**config.mk**
```make
export PLATFORM = sky130hd
export DESIGN_NAME = fetch_queue
export DESIGN_NICKNAME = d
export VERILOG_FILES = /design/src/rtl/fetch_queue_pkg.sv /design/src/rtl/fetch_queue_mem.sv /design/src/rtl/fetch_queue.sv
export SDC_FILE = /design/constraint.sdc
export NUM_CORES = 1
export LEC_CHECK = 0
export ABC_CLOCK_PERIOD_IN_PS = 3700
export BUFFER_PORTS_ARGS = -buffer_cell sky130_fd_sc_hd__buf_2
export CORE_UTILIZATION = 40
export CTS_CLUSTER_DIAMETER = 30
export CTS_CLUSTER_SIZE = 24
export DETAILED_ROUTE_END_ITERATION = 10
export PLACE_DENSITY = 0.7
export SLEW_MARGIN = 5
export SYNTH_ARGS = -nofsm -noshare
export SYNTH_HDL_FRONTEND = slang
export SYNTH_SLANG_ARGS = --single-unit
```
**constraint.sdc**
```tcl
create_clock -name clk -period 3.7 [get_ports clk]
set_input_delay 0.74 -clock clk [delete_from_list [all_inputs] [get_ports clk]]
set_output_delay 0.74 -clock clk [all_outputs]
set_load 0.01 [all_outputs]
```
**src/rtl/fetch_queue_pkg.sv**
```systemverilog
// Shared constants and types for the fetch queue between the fetch and decode stages.
// Holds the default geometry and the per-cycle operation encoding.
package fetch_queue_pkg;

   localparam int FQ_DEFAULT_DEPTH = 4;
   localparam int FQ_DEFAULT_WIDTH = 32;

   // Encoding matches the concatenation {push, pop}.
   typedef enum logic [1:0] {
      OP_IDLE = 2'b00,
      OP_POP  = 2'b01,
      OP_PUSH = 2'b10,
      OP_BOTH = 2'b11
   } fq_op_e;

endpackage

```
**src/rtl/fetch_queue_mem.sv**
```systemverilog
// Entry storage for the fetch queue: one synchronous write port and one asynchronous read port.
// The array is never reset; valid state is tracked entirely by the queue pointers and count.
module fetch_queue_mem #(
   parameter int DEPTH = 4,
   parameter int DATA_W = 64,
   parameter int ADDR_W = 2
) (
   input  logic              clk,
   input  logic              wr_en,
   input  logic [ADDR_W-1:0] wr_addr,
   input  logic [DATA_W-1:0] wr_data,
   input  logic [ADDR_W-1:0] rd_addr,
   output logic [DATA_W-1:0] rd_data
);

   logic [DATA_W-1:0] mem [DEPTH];

   always_ff @(posedge clk) begin
      if (wr_en) begin
         mem[wr_addr] <= wr_data;
      end
   end

   assign rd_data = mem[rd_addr];

endmodule

```
**src/rtl/fetch_queue.sv**
```systemverilog
// Circular FIFO of {pc, instruction} pairs between fetch and decode.
// Flush discards everything queued and incoming; there is no bypass and no full pass-through.
module fetch_queue
   import fetch_queue_pkg::*;
#(
   parameter int DEPTH = FQ_DEFAULT_DEPTH,
   parameter int WIDTH = FQ_DEFAULT_WIDTH
) (
   input  logic                   clk,
   input  logic                   rst,
   input  logic                   in_valid,
   input  logic [WIDTH-1:0]       in_pc,
   input  logic [WIDTH-1:0]       in_instruction,
   output logic                   in_ready,
   input  logic                   flush,
   output logic                   out_valid,
   output logic [WIDTH-1:0]       out_pc,
   output logic [WIDTH-1:0]       out_instruction,
   input  logic                   out_ready,
   output logic [$clog2(DEPTH):0] count
);

   localparam int PW = $clog2(DEPTH);
   localparam int CW = PW + 1;

   logic [PW-1:0]      rd_ptr_reg, rd_ptr_next;
   logic [PW-1:0]      wr_ptr_reg, wr_ptr_next;
   logic [CW-1:0]      count_reg, count_next;
   logic               push, pop;
   fq_op_e             op;
   logic [2*WIDTH-1:0] head_data;

   // Handshakes depend only on registered occupancy, never on the opposite side.
   assign in_ready  = (count_reg != CW'(DEPTH));
   assign out_valid = (count_reg != '0);
   assign push      = in_valid && in_ready && !flush;
   assign pop       = out_valid && out_ready && !flush;
   assign op        = fq_op_e'({push, pop});
   assign count     = count_reg;

   always_comb begin
      rd_ptr_next = rd_ptr_reg;
      wr_ptr_next = wr_ptr_reg;
      count_next  = count_reg;
      if (flush) begin
         rd_ptr_next = '0;
         wr_ptr_next = '0;
         count_next  = '0;
      end else begin
         case (op)
            OP_PUSH: begin
               wr_ptr_next = wr_ptr_reg + PW'(1);
               count_next  = count_reg + CW'(1);
            end
            OP_POP: begin
               rd_ptr_next = rd_ptr_reg + PW'(1);
               count_next  = count_reg - CW'(1);
            end
            OP_BOTH: begin
               wr_ptr_next = wr_ptr_reg + PW'(1);
               rd_ptr_next = rd_ptr_reg + PW'(1);
            end
            default: ;
         endcase
      end
   end

   always_ff @(posedge clk) begin
      if (rst) begin
         rd_ptr_reg <= '0;
         wr_ptr_reg <= '0;
         count_reg  <= '0;
      end else begin
         rd_ptr_reg <= rd_ptr_next;
         wr_ptr_reg <= wr_ptr_next;
         count_reg  <= count_next;
      end
   end

   fetch_queue_mem #(
      .DEPTH (DEPTH),
      .DATA_W(2 * WIDTH),
      .ADDR_W(PW)
   ) u_mem (
      .clk    (clk),
      .wr_en  (push),
      .wr_addr(wr_ptr_reg),
      .wr_data({in_pc, in_instruction}),
      .rd_addr(rd_ptr_reg),
      .rd_data(head_data)
   );

   // Stale storage must not leak out when the queue is empty.
   assign out_pc          = out_valid ? head_data[2*WIDTH-1:WIDTH] : '0;
   assign out_instruction = out_valid ? head_data[WIDTH-1:0]       : '0;

endmodule

```
== Word-level counts from Yosys, hierarchy flattened ==
Memory sizes are Yosys's and may differ from the RTL's. A register that Yosys moved wholly into a read port is not among the register bits.
Index checks and enable logic that the tools add are counted.

* Memories kept: 1
* Word-level logic and storage cells: 29
* RAM bits: 256
* Input port bits: 69
* Flip-flop bits (word level): 7
* Output and inout port bits: 69

{| class="wikitable"
|+ Memories
! memory !! words !! width !! rd ports !! clocked after memory_dff !! wr ports !! line !! text
|-
| u_mem.mem || 4 || 64 || 1 || 1 || 1 || fetch_queue_mem.sv:16 || <nowiki>logic [DATA_W-1:0] mem [DEPTH];</nowiki>
|}

* Muxes and demuxes: 7
* Reductions and logical operators: 10
* Equal/unequal tests: 4
* Add/subtract/negate cells: 4

{| class="wikitable"
|+ Operators with widths
! cell !! number
|-
| 32-bit two-way mux || 2
|-
| 3-bit case mux with 2 select lines || 1
|-
| 2-bit OR reduction || 3
|-
| 2-bit by 1-bit adder with 2-bit output (second input constant) || 2
|-
| 2-bit equality test (second input constant) || 2
|-
| 1-bit logical AND || 4
|-
| 2-bit two-way mux || 2
|-
| 3-bit by 1-bit adder with 3-bit output (second input constant) || 1
|-
| 3-bit != test (second input constant) || 1
|-
| 3-bit nonzero test || 1
|-
| 3-bit by 1-bit subtractor with 3-bit output (second input constant) || 1
|-
| 2-bit by 1-bit equality test with 1-bit output (second input constant) || 1
|-
| 1-bit two-way mux || 2
|-
| 2-bit nonzero test || 1
|-
| 1-bit logical NOT || 1
|}

== Longest topological paths before layout ==
Gate-level depths: netlist of run 1.

* Word-level depth: 7
* Gate-level depth with buffers: 10
* Mapped depth without buffers: 9

== Hierarchy ==
Synthesis of run 1 repeated with hierarchy kept, for this count alone.

* Cell total of the unflattened synthesis: 451
* Area, all modules: 10191.0 um^2

{| class="wikitable"
|+ Modules (own cells, without submodules)
! module !! area each (um^2) !! cells an instance !! seq. area each (um^2) !! times used
|-
| fetch_queue_mem || 9341.5 || 338 || 7687.4 || 1
|-
| fetch_queue || 849.6 || 113 || 140.1 || 1
|}

== Worst setup path after synthesis of run 1 ==
No wires, ideal clock.

* Path type: in2reg
* From: input port flush
* To: memory u_mem.mem[0][0], enable pin
* Path buffers: 1
* Required time: 3.271 ns
* Setup time: 0.429 ns
* Stages: 3
* Path slack: 0.684 ns
* Arrival: 2.587 ns
* Cells stage by stage: and3b_1 -> buf_2 -> and2_1

* Longest elaborated chain between the ends: 4

{| class="wikitable"
|+ Ends and longest elaborated chain
! what !! line !! text
|-
| start, declared || fetch_queue.sv:15 || <nowiki>input logic flush,</nowiki>
|-
| 1-bit logical NOT || fetch_queue.sv:36 || <nowiki>assign push = in_valid && in_ready && !flush;</nowiki>
|-
| 1-bit logical AND || fetch_queue.sv:36 ||
|-
| 1-bit two-way mux || fetch_queue_mem.sv:19 || <nowiki>if (wr_en) begin</nowiki>
|-
| 1-bit two-way mux (not written as such) || fetch_queue_mem.sv:20 || <nowiki>mem[wr_addr] <= wr_data;</nowiki>
|-
| end, declared || fetch_queue_mem.sv:16 ||
|}

Every way passes these cells.

== Worst setup path in the final report of run 1 ==
* From: register count_reg[1] (netlist: count[1])
* To: output port out_instruction[23]

* Longest elaborated chain between the ends: 2

{| class="wikitable"
|+ Ends and longest elaborated chain
! what !! line !! text
|-
| start, declared || fetch_queue.sv:28 || <nowiki>logic [CW-1:0] count_reg, count_next;</nowiki>
|-
| start signal, assigned || fetch_queue.sv:76 || <nowiki>count_reg <= count_next;</nowiki>
|-
| 3-bit nonzero test || fetch_queue.sv:35 || <nowiki>assign out_valid = (count_reg != '0);</nowiki>
|-
| 32-bit two-way mux || fetch_queue.sv:95 || <nowiki>assign out_instruction = out_valid ? head_data[WIDTH-1:0] : '0;</nowiki>
|-
| end, declared || fetch_queue.sv:18 || <nowiki>output logic [WIDTH-1:0] out_instruction,</nowiki>
|}

Every way passes these cells.

==> results of run 1 <==
## how the worst min path moves through the flow
stage	cells after the start	end	startpoint	slack, ns
6_report	1	u_mem.mem[0][63]$_DFFE_PP_	in_pc[31]	0.43
5_1_grt	1	u_mem.mem[0][63]$_DFFE_PP_	in_pc[31]	0.41
4_1_cts	1	u_mem.mem[0][63]$_DFFE_PP_	in_pc[31]	0.40
3_5_place_dp	2	wr_ptr_reg[1]$_SDFFE_PP0P_	wr_ptr_reg[1]$_SDFFE_PP0P_	0.49
3_3_place_gp	2	wr_ptr_reg[1]$_SDFFE_PP0P_	wr_ptr_reg[1]$_SDFFE_PP0P_	0.48
2_1_floorplan	2	wr_ptr_reg[1]$_SDFFE_PP0P_	wr_ptr_reg[1]$_SDFFE_PP0P_	0.46
## cells by family (layout without fill, tap and decap cells)
family	Yosys count	in the layout	synth area share [%]
compound gates	7	7	0.403
buf+inv	30	236	2.22
xor+xnor	5	5	0.427
other cells	0	1	0
mux	64	64	14.2
simple gates	83	83	4.90
fa+ha+maj	8	8	1.05
flops	265	265	76.8
## per-layer routing
metal / part of all wire [%] / GRT usage [%] / routed length, µm
met1: 42 / 19.5 / 8130
met2: 50 / 25.7 / 9640
met3: 6.3 / 4.37 / 1220
met4: 1.7 / 4.46 / 334
met5: 0.14 / 0 / 27
## report_power, final
group	internal [W]	leakage, nW	switching [W]
sequential	0.00334	2.40	0.0000121
combinational	0.0000982	1.36	0.000121
clock	0.00263	0.722	0.00138
## metrics by stage
| step | setup WS (ns) | util [%] |
|---|---|---|
| floorplan | 0.684 | - |
| global placement | 1.07 | 44.8 |
| detailed placement | 1.01 | 44.8 |
| CTS | 0.452 | 50.9 |
| global route | 0.352 | 50.9 |
| finish | 0.534 | 50.9 |
## layout make-up
type / count / area (µm²)
timing repair buffer: 144 / 813
antenna: 1 / 2.50
tap: 330 / 413
clock buffer: 49 / 1160
fill: 2023 / 12400
multi-input combinational: 167 / 2160
clock inverter: 36 / 354
inverter: 7 / 26.3
sequential: 265 / 7880
## critical path, stage by stage (launching register included)
cell,delay (ns)
dfxtp_1,0.36
or3_2,1.01
and2_1,0.37
buf_2,0.15
## cells in the final DEF (no fill, tap or decap), types with 4 or more instances in the layout
master / synthesis / layout
ha_1: 7 / 7
buf_12: 6 / 6
inv_6: 0 / 4
nor2_1: 8 / 8
clkinvlp_4: 0 / 8
clkinv_2: 0 / 8
clkinv_1: 0 / 7
mux4_2: 60 / 60
clkbuf_16: 0 / 46
mux4_1: 4 / 4
and2_4: 0 / 4
edfxtp_1: 256 / 256
buf_2: 7 / 137
inv_1: 7 / 7
xor2_1: 4 / 4
dfxtp_1: 9 / 7
and2_1: 68 / 64
bufinv_16: 0 / 5
==> run_results.csv, run 1 <==
group,metric,value,unit
power_and_ir_drop,p_leak,4.48,nW
flow_run,drv_cap,0,
floorplanning,fp.dieArea,26300,µm²
critical_path,startpoint_type,"flip-flop",
detailed_routing,ant_nets,0,
power_and_ir_drop,vdd_ir_drop_max,0.294,mV
critical_path,crit_end,"out_instruction[23]",
clocking,clock-sinks,265,
global_route,antenna_found_initial,4,
synth,synth_edf_count,256,
final_layout,final_layout_size_suffix_gt1_share,43.1,%
critical_path,timing.rr.start,"count[2]$_SDFFE_PP0P_",
critical_path,setup.worst_path.class,"reg -> out",
sta,hold_viol,0,
synth,synth_most_common_cell,"edfxtp_1",
final_layout,stdcell_count,999,
sta,fin_crit,3.17,ns
hold_path,min-delay-path-class,"in -> reg",
clocking,cts_setup_buffers,0,
synth,yosys-top-cells-count,"edfxtp_1, and2_1, mux4_2, dfxtp_1",
detailed_routing,drc,0,
global_route,grt_max_degree,66,
floorplanning,start_util,40.7,%
synth,yosysSeqAreaShare,76.8,%
detailed_routing,via_count,4994,
sta,drv_slew,0,
critical_path,critPathCaptureType,"output pin",
synth,ys_types,25,
global_route,grt_pass1_wl,30300,µm
detailed_routing,drt-total-wl,19400,µm
sta,setup_viol,0,
synth,yosys.area.top_type,"edfxtp_1",
clocking,cts_buffer_depth,3,
critical_path,crit_arrival,2.43,ns
clocking,tritoncts,"done",
detailed_routing,post_drt_wl_per_cell,19.4,µm
clocking,ctsHoldBuffers,0,
clocking,clkTransAtPathRegs,0.05,ns
critical_path,rr_endpoint,"count[2]$_SDFFE_PP0P_",
final_layout,area_growth,25.0,%
critical_path,crit_fanout,65,
synth,ys_top_cells_by_area,"edfxtp_1, mux4_2, and2_1",
synth,async_flop_share,0,%
place,io_buffers,137,
global_route,grt_overflow_total,0,
synth,ys_warn_count,0,
final_layout,layout.nets,708,
power_and_ir_drop,p_per_area,592,nW/µm²
run_status,status,"finished clean",
sta,finClkSkew,0.0218,ns
detailed_routing,initialDrtViolationCount,235,
power_and_ir_drop,finalPower,0.00758,W
place,placed_cells,913,
clocking,clock_latency,0.52,ns
clocking,cts_buffers,46,
floorplanning,rows,58,
sta,whs,0.426,ns
clocking,htreeDepth,2,
sta,grt_setup_unrepaired,"false",
detailed_routing,drt_first_pass_iters,6,
synth,post_synth_instance_area,10200,µm²
critical_path,required,2.96,ns
final_layout,largest_reg_flops,256,
clocking,cts_root_buf,"clkbuf_16",
global_route,track_usage,15.4,%
synth,synthCells,462,
sta,tns,0,ns
final_layout,fin_area,12800,µm²
place,gp_congestion,0.677,
critical_path,crit_start,"count[1]$_SDFFE_PP0P_",
synth,ys_ff_latch,265,
synth,syn_avg_cell_area,22.2,µm²
detailed_routing,via_per_inst,5.00,
sta,timing.fmax,0.316,GHz
place,postPlaceCellArea,11300,µm²
synth,synthFlopType,"edfxtp_1",
floorplanning,ios,138,
floorplanning,die_x,162,µm
global_route,grt_pass1_vias,5417,
sta,tightest_slew,1.20,ns
floorplanning,die_y,162,µm
place,dpl.hpwl,11100,µm
clocking,post_cts_resize_count,0,
sta,slew_headroom,20.3,%
synth,synthesis.nets,539,
floorplanning,coreArea,25200,µm²
critical_path,reg2regPathDepth,9,
synth,yosysTopAreaCellShare,75.0,%
sta,finalCritPeriodShare,85.6,%
critical_path,ff2ff_setup_slack,1.23,ns
Power figures use the tool's default switching activity.
==> run 2, diff against run 1 <==
==> constraint.sdc (replaced) <==
create_clock -name clk -period 3.7 [get_ports clk]
set_input_delay 0.74 -clock clk [delete_from_list [all_inputs] [get_ports clk]]
set_output_delay 0.74 -clock clk [all_outputs]
set_load 0.005 [all_outputs]
==> run 2 against run 1 <==
Hold slack gained 0.0038 ns. Clock skew increased by 0.0024 ns. Routed wire length grew 0.12%. Total power up 0.87%. Global-route usage barely moved. First-iteration DRC count decreased by 12%. Combinational power decreased by 5%. Die area unchanged. Core utilization grew 0.15 points. Final area increased by 0.29%.
==> run_results.csv, run 2 (synthesis results as in run 1) <==
group,metric,value,unit
detailed_routing,initialDrtViolationCount,206,
floorplanning,coreArea,25200,µm²
global_route,grt_max_degree,66,
critical_path,cp_slowest_cell,"or3_2",
floorplanning,start_util,40.7,%
final_layout,seq_area,7880,µm²
clocking,cts_setup_buffers,0,
final_layout,final_common_cell,"edfxtp_1",
global_route,grt_pass1_vias,5509,
critical_path,cp_top_family,"simple AND/OR/NAND/NOR gates",
floorplanning,rows,58,
global_route,track_usage,15.3,%
critical_path,crit_arrival,2.38,ns
clocking,clock_latency,0.52,ns
clocking,tritoncts,"done",
final_layout,n_fill_cell,2006,
final_layout,area_growth,25.4,%
critical_path,critPathCaptureType,"output pin",
critical_path,setup.worst_path.class,"reg -> out",
clocking,clock-sinks,265,
detailed_routing,drt_first_pass_iters,4,
power_and_ir_drop,p_seq_share,43.8,%
hold_path,min-delay-path-class,"in -> reg",
clocking,clkTransAtPathRegs,0.05,ns
detailed_routing,via_per_inst,4.94,
clocking,cts_root_buf,"clkbuf_16",
power_and_ir_drop,p_int,0.00614,W
place,gp_congestion,0.669,
sta,timing.fmax,0.320,GHz
final_layout,largest_reg_flops,256,
floorplanning,fp.dieArea,26300,µm²
sta,finalCritPeriodShare,84.4,%
detailed_routing,ant_nets,0,
critical_path,cp_cell_sequence,"or3_2 > and2_1 > buf_2",
clocking,cts_buffer_depth,3,
final_layout,utilization,51.0,%
critical_path,cp_num_buf_inv,1,
place,dpl.hpwl,11300,µm
floorplanning,die_y,162,µm
power_and_ir_drop,p_per_area,596,nW/µm²
flow_run,drv_cap,0,
detailed_routing,post_drt_wl_per_cell,19.4,µm
clocking,cts_buffers,46,
critical_path,crit_fanout,65,
critical_path,crit_start,"count[0]$_SDFFE_PP0P_",
critical_path,timing.rr.start,"count[2]$_SDFFE_PP0P_",
sta,hold_viol,0,
power_and_ir_drop,p_leak,4.52,nW
run_status,status,"finished clean",
power_and_ir_drop,vdd_ir_drop_max,0.281,mV
final_layout,layout.nets,708,
final_layout,most-common-layout-cells,"edfxtp_1, buf_2, and2_1, mux4_2, clkbuf_16",
detailed_routing,drt-total-wl,19400,µm
final_layout,multi_input_area,2160,µm²
global_route,grt_pass1_wl,30400,µm
clocking,post_cts_resize_count,0,
place,io_buffers,137,
global_route,grt_overflow_total,0,
sta,fin_crit,3.12,ns
detailed_routing,via_count,4936,
power_and_ir_drop,switching_share,19.7,%
critical_path,startpoint_type,"flip-flop",
critical_path,required,2.96,ns
power_and_ir_drop,clockPowerShare,53.4,%
global_route,antenna_found_initial,4,
clocking,ctsHoldBuffers,0,
sta,tns,0,ns
power_and_ir_drop,comb_power_share,2.7,%
sta,slew_headroom,22.0,%
hold_path,worst_hold_startpoint,"in_instruction[28]",
detailed_routing,drc,0,
final_layout,final_layout_size_suffix_gt1_share,43.0,%
sta,grt_setup_unrepaired,"false",
sta,drv_slew,0,
sta,finClkSkew,0.0242,ns
sta,setup_viol,0,
floorplanning,ios,138,
floorplanning,die_x,162,µm
clocking,htreeDepth,2,
critical_path,critical_path.max_stage_delay,0.98,ns
sta,tightest_slew,1.17,ns
power_and_ir_drop,p_sw,0.00151,W
## run 2: path summary, 6_finish.rpt
| check | depth (start not counted) | to | slack [ns] |
|---|---|---|---|
| worst min register to register | 2 | wr_ptr_reg[1]$_SDFFE_PP0P_ | 0.50 |
| worst max-delay path | 3 | out_instruction[23] | 0.58 |
| worst max register to register | 9 | count[2]$_SDFFE_PP0P_ | 1.19 |
| worst min-delay path | 1 | u_mem.mem[1][28]$_DFFE_PP_ | 0.43 |
## run 2: power by group through the flow
stage / sequential (W) / clock [W] / combinational [W]
floorplan: 0.00341 / 0 / 0.0000997
global placement: 0.00341 / 0 / 0.000201
detailed placement: 0.00341 / 0 / 0.000213
CTS: 0.00335 / 0.00416 / 0.000215
global route: 0.00335 / 0.00432 / 0.000232
finish: 0.00335 / 0.00409 / 0.000209
## run 2: area by class of cell
class                      count  share of cell area, %
inverter                       7                  0.205
timing repair buffer         144                   6.33
tap                          330                   3.21
clock inverter                33                   2.43
clock buffer                  53                   9.66
sequential                   265                   61.3
antenna                        1                 0.0195
multi-input combinational    167                   16.8
## run 2: worst reg2reg max path, cell delays in order (launching register included)
cell and delay, ns:
dfxtp_1 0.43, or3b_1 0.39, and3b_1 0.29, inv_1 0.09, ha_1 0.18, inv_1 0.06
fa_1 0.38, xor2_1 0.17, or3_1 0.32, a21oi_1 0.14
## run 2: layer usage
| layer | share of wire [%] | vias up | track usage [%] |
|---|---|---|---|
| li1 | - | 2228 | - |
| met1 | 42 | 2535 | 19.3 |
| met2 | 50 | 134 | 26.2 |
| met3 | 5.8 | 33 | 4.06 |
| met4 | 1.5 | 6 | 4.29 |
| met5 | 0.17 | - | 0 |
## run 2: per-stage QoR
stage | instances | setup WS, ns | instance area, µm² | power [W] | hold slack (ns)
floorplan | 462 | 0.684 | 10200 | 0.00351 | 0.465
global route | 999 | 0.403 | 12800 | 0.00790 | 0.417
finish | 1000 | 0.577 | 12800 | 0.00765 | 0.429
CTS | 999 | 0.504 | 12800 | 0.00773 | 0.409
global placement | 913 | 1.08 | 11300 | 0.00361 | 0.476
detailed placement | 913 | 1.04 | 11300 | 0.00362 | 0.497
==> run 3, diff against run 2 <==
ABC_AREA = 1   (was not set)
ABC_CLOCK_PERIOD_IN_PS = 3100   (was 3700)
clock period = 3.1 ns   (was 3.7 ns; I/O delays follow)
==> run 3 against run 2 <==
Via count grew 40%. Critical path type unchanged. Clock power grew 21%. Critical path depth grew 3. Die area grew 3.5%. Largest cell class unchanged. First-iteration DRC count grew 86%. Non-clock buffer count grew 6.
==> run_results.csv, run 3 <==
group,metric,value,unit
detailed_routing,drc,0,
clocking,ctsHoldBuffers,0,
synth,synthesis.nets,971,
critical_path,required,2.48,ns
critical_path,startpoint_type,"flip-flop",
clocking,post_cts_resize_count,0,
floorplanning,coreArea,26100,µm²
sta,setup_viol,0,
global_route,track_usage,15.9,%
global_route,grt_pass1_vias,6689,
run_status,status,"finished clean",
synth,async_flop_share,0,%
detailed_routing,drt_first_pass_iters,5,
place,place_worst_setup_slack,0.825,ns
sta,timing.fmax,0.372,GHz
detailed_routing,drt-total-wl,21700,µm
clocking,clkTransAtPathRegs,0.05,ns
critical_path,cp_slowest_cell,"buf_12",
clocking,clock_latency,0.52,ns
clocking,cts_setup_buffers,0,
floorplanning,rows,59,
detailed_routing,post_drt_wl_per_cell,15.3,µm
power_and_ir_drop,finalPower,0.00924,W
sta,fin_crit,2.69,ns
place,dpl.hpwl,11400,µm
floorplanning,fp.dieArea,27200,µm²
final_layout,final_common_cell,"nand2_1",
clocking,cts_root_buf,"clkbuf_16",
floorplanning,start_util,40.7,%
final_layout,final_layout_size_suffix_gt1_share,21.3,%
sta,timing.final.ws_setup,0.410,ns
synth,synth_edf_count,256,
power_and_ir_drop,p_leak,5.27,nW
synth,yosys-top-cells-count,"nand2_1, edfxtp_1, nor2_1, a21oi_1, o21ai_0",
global_route,grt_max_degree,129,
synth,synthCells,894,
power_and_ir_drop,p_per_area,699,nW/µm²
critical_path,crit_fanout,128,
global_route,met3_usage,4.04,%
sta,slew_headroom,60.5,%
global_route,grtUsageMet2,27.9,%
global_route,grt_use_met1,18.6,%
sta,hold_viol,0,
sta,tightest_slew,0.593,ns
global_route,antenna_found_initial,4,
synth,yosysTopAreaCellShare,72.4,%
final_layout,utilization,50.8,%
global_route,top_usage_layer,"met2",
sta,drv_slew,0,
floorplanning,die_x,165,µm
final_layout,largest_reg_flops,256,
detailed_routing,ant_nets,0,
clocking,htreeDepth,2,
clocking,tritoncts,"done",
synth,ys_top_cells_by_area,"edfxtp_1, nand2_1, nor2_1",
detailed_routing,via_per_inst,4.85,
flow_run,drv_cap,0,
synth,syn_avg_cell_area,11.9,µm²
critical_path,critPathCaptureType,"output pin",
sta,finalCritPeriodShare,86.8,%
global_route,grt_pass1_wl,33300,µm
power_and_ir_drop,vdd_ir_drop_max,0.362,mV
critical_path,setup.worst_path.class,"reg -> out",
synth,synth_most_common_cell,"nand2_1",
floorplanning,die_y,165,µm
place,gp_congestion,0.741,
final_layout,layout.nets,1123,
detailed_routing,via_count,6894,
final_layout,most-common-layout-cells,"nand2_1, edfxtp_1, nor2_1, buf_2, a21oi_1",
sta,grt_setup_unrepaired,"false",
critical_path,crit_arrival,2.07,ns
critical_path,cp_cell_sequence,"buf_12 > nor2_1 > nor2_1 > o21ai_0 > a21oi_1 > buf_2",
critical_path,crit_top_cell,"nor2_1",
synth,ys_ff_latch,265,
clocking,clock-sinks,265,
critical_path,critical_path.max_stage_delay,0.46,ns
floorplanning,ios,138,
sta,finClkSkew,0.00795,ns
synth,synthFlopType,"edfxtp_1",
final_layout,area_growth,24.6,%
clocking,cts_buffers,48,
clocking,cts_buffer_depth,3,
synth,post_synth_instance_area,10600,µm²
place,io_buffers,137,
synth,yosysSeqAreaShare,74.1,%
synth,ys_types,18,
hold_path,min-delay-path-class,"in -> reg",
detailed_routing,initialDrtViolationCount,383,
synth,ys_warn_count,0,
synth,yosys.area.top_type,"edfxtp_1",
global_route,grt_overflow_total,0,
run 3: cell types whose count changed in the layout (fill, tap and decap cells not counted), sizes merged, moves of 3 or more:
cell,delta
a21oi,+65
and2,-68
buf,+6
clkbuf,+11
clkinv,-5
inv,+10
mux4,-64
nand2,+268
nand3,+3
nor2,+135
o21ai,+64
xor2,-4
run 3: per-stage QoR:
| stage | instances | hold slack [ns] | area (µm²) | setup TNS [ns] |
|---|---|---|---|---|
| after floorplan | 894 | 0.463 | 10600 | -233.94 |
| after global placement | 1331 | 0.485 | 11700 | 0 |
| after detailed placement | 1331 | 0.513 | 11700 | 0 |
| after CTS | 1418 | 0.295 | 13200 | 0 |
| after global routing | 1420 | 0.298 | 13200 | 0 |
| final | 1421 | 0.311 | 13200 | 0 |
run 3: cells by family (layout without fill, tap and decap cells):
logic type	Yosys count	after routing	synth area share, %
compound gates	134	134	6.32
fa+ha+maj	8	8	1.01
buf+inv	70	259	3.70
flops	265	265	74.1
other cells	0	3	0
simple gates	417	417	14.8
run 3: power breakdown:
part | switching, W | internal [W]
Sequential | 0.0000125 | 0.00399
Clock | 0.00164 | 0.00330
Combinational | 0.000195 | 0.000108
run 3: final timing paths:
kind / start / depth (start not counted) / slack [ns] / to
max: flip-flop / 6 / 0.41 / out_pc[26]
max reg2reg: count[1]$_SDFFE_PP0P_ / 12 / 1.04 / count[2]$_SDFFE_PP0P_
min: in_pc[1] / 1 / 0.31 / u_mem.mem[3][33]$_DFFE_PP_
min reg2reg: count[0]$_SDFFE_PP0P_ / 2 / 0.52 / count[0]$_SDFFE_PP0P_
run 3: worst max-delay path: cells and delay by family (launching register included):
| family | cells | cell delay [ns] |
|---|---|---|
| flip-flops | 1 | 0.36 |
| AND/OR/NAND/NOR | 2 | 0.27 |
| AO/OA/AOI/OAI | 2 | 0.27 |
| buffers and inverters | 2 | 0.60 |
run 3: layer usage:
layer | part of all wire (%) | routed length (µm)
met1 | 40 | 8780
met2 | 50 | 11000
met3 | 6.5 | 1420
met4 | 2.6 | 557
met5 | 0.11 | 23
run 3: final cells by class:
type	instances	area (µm²)
inverter	22	87.6
antenna	3	7.51
timing repair buffer	150	896
clock inverter	23	249
multi-input combinational	559	2380
sequential	265	7870
tap	335	419
fill	2227	12800
clock buffer	64	1310
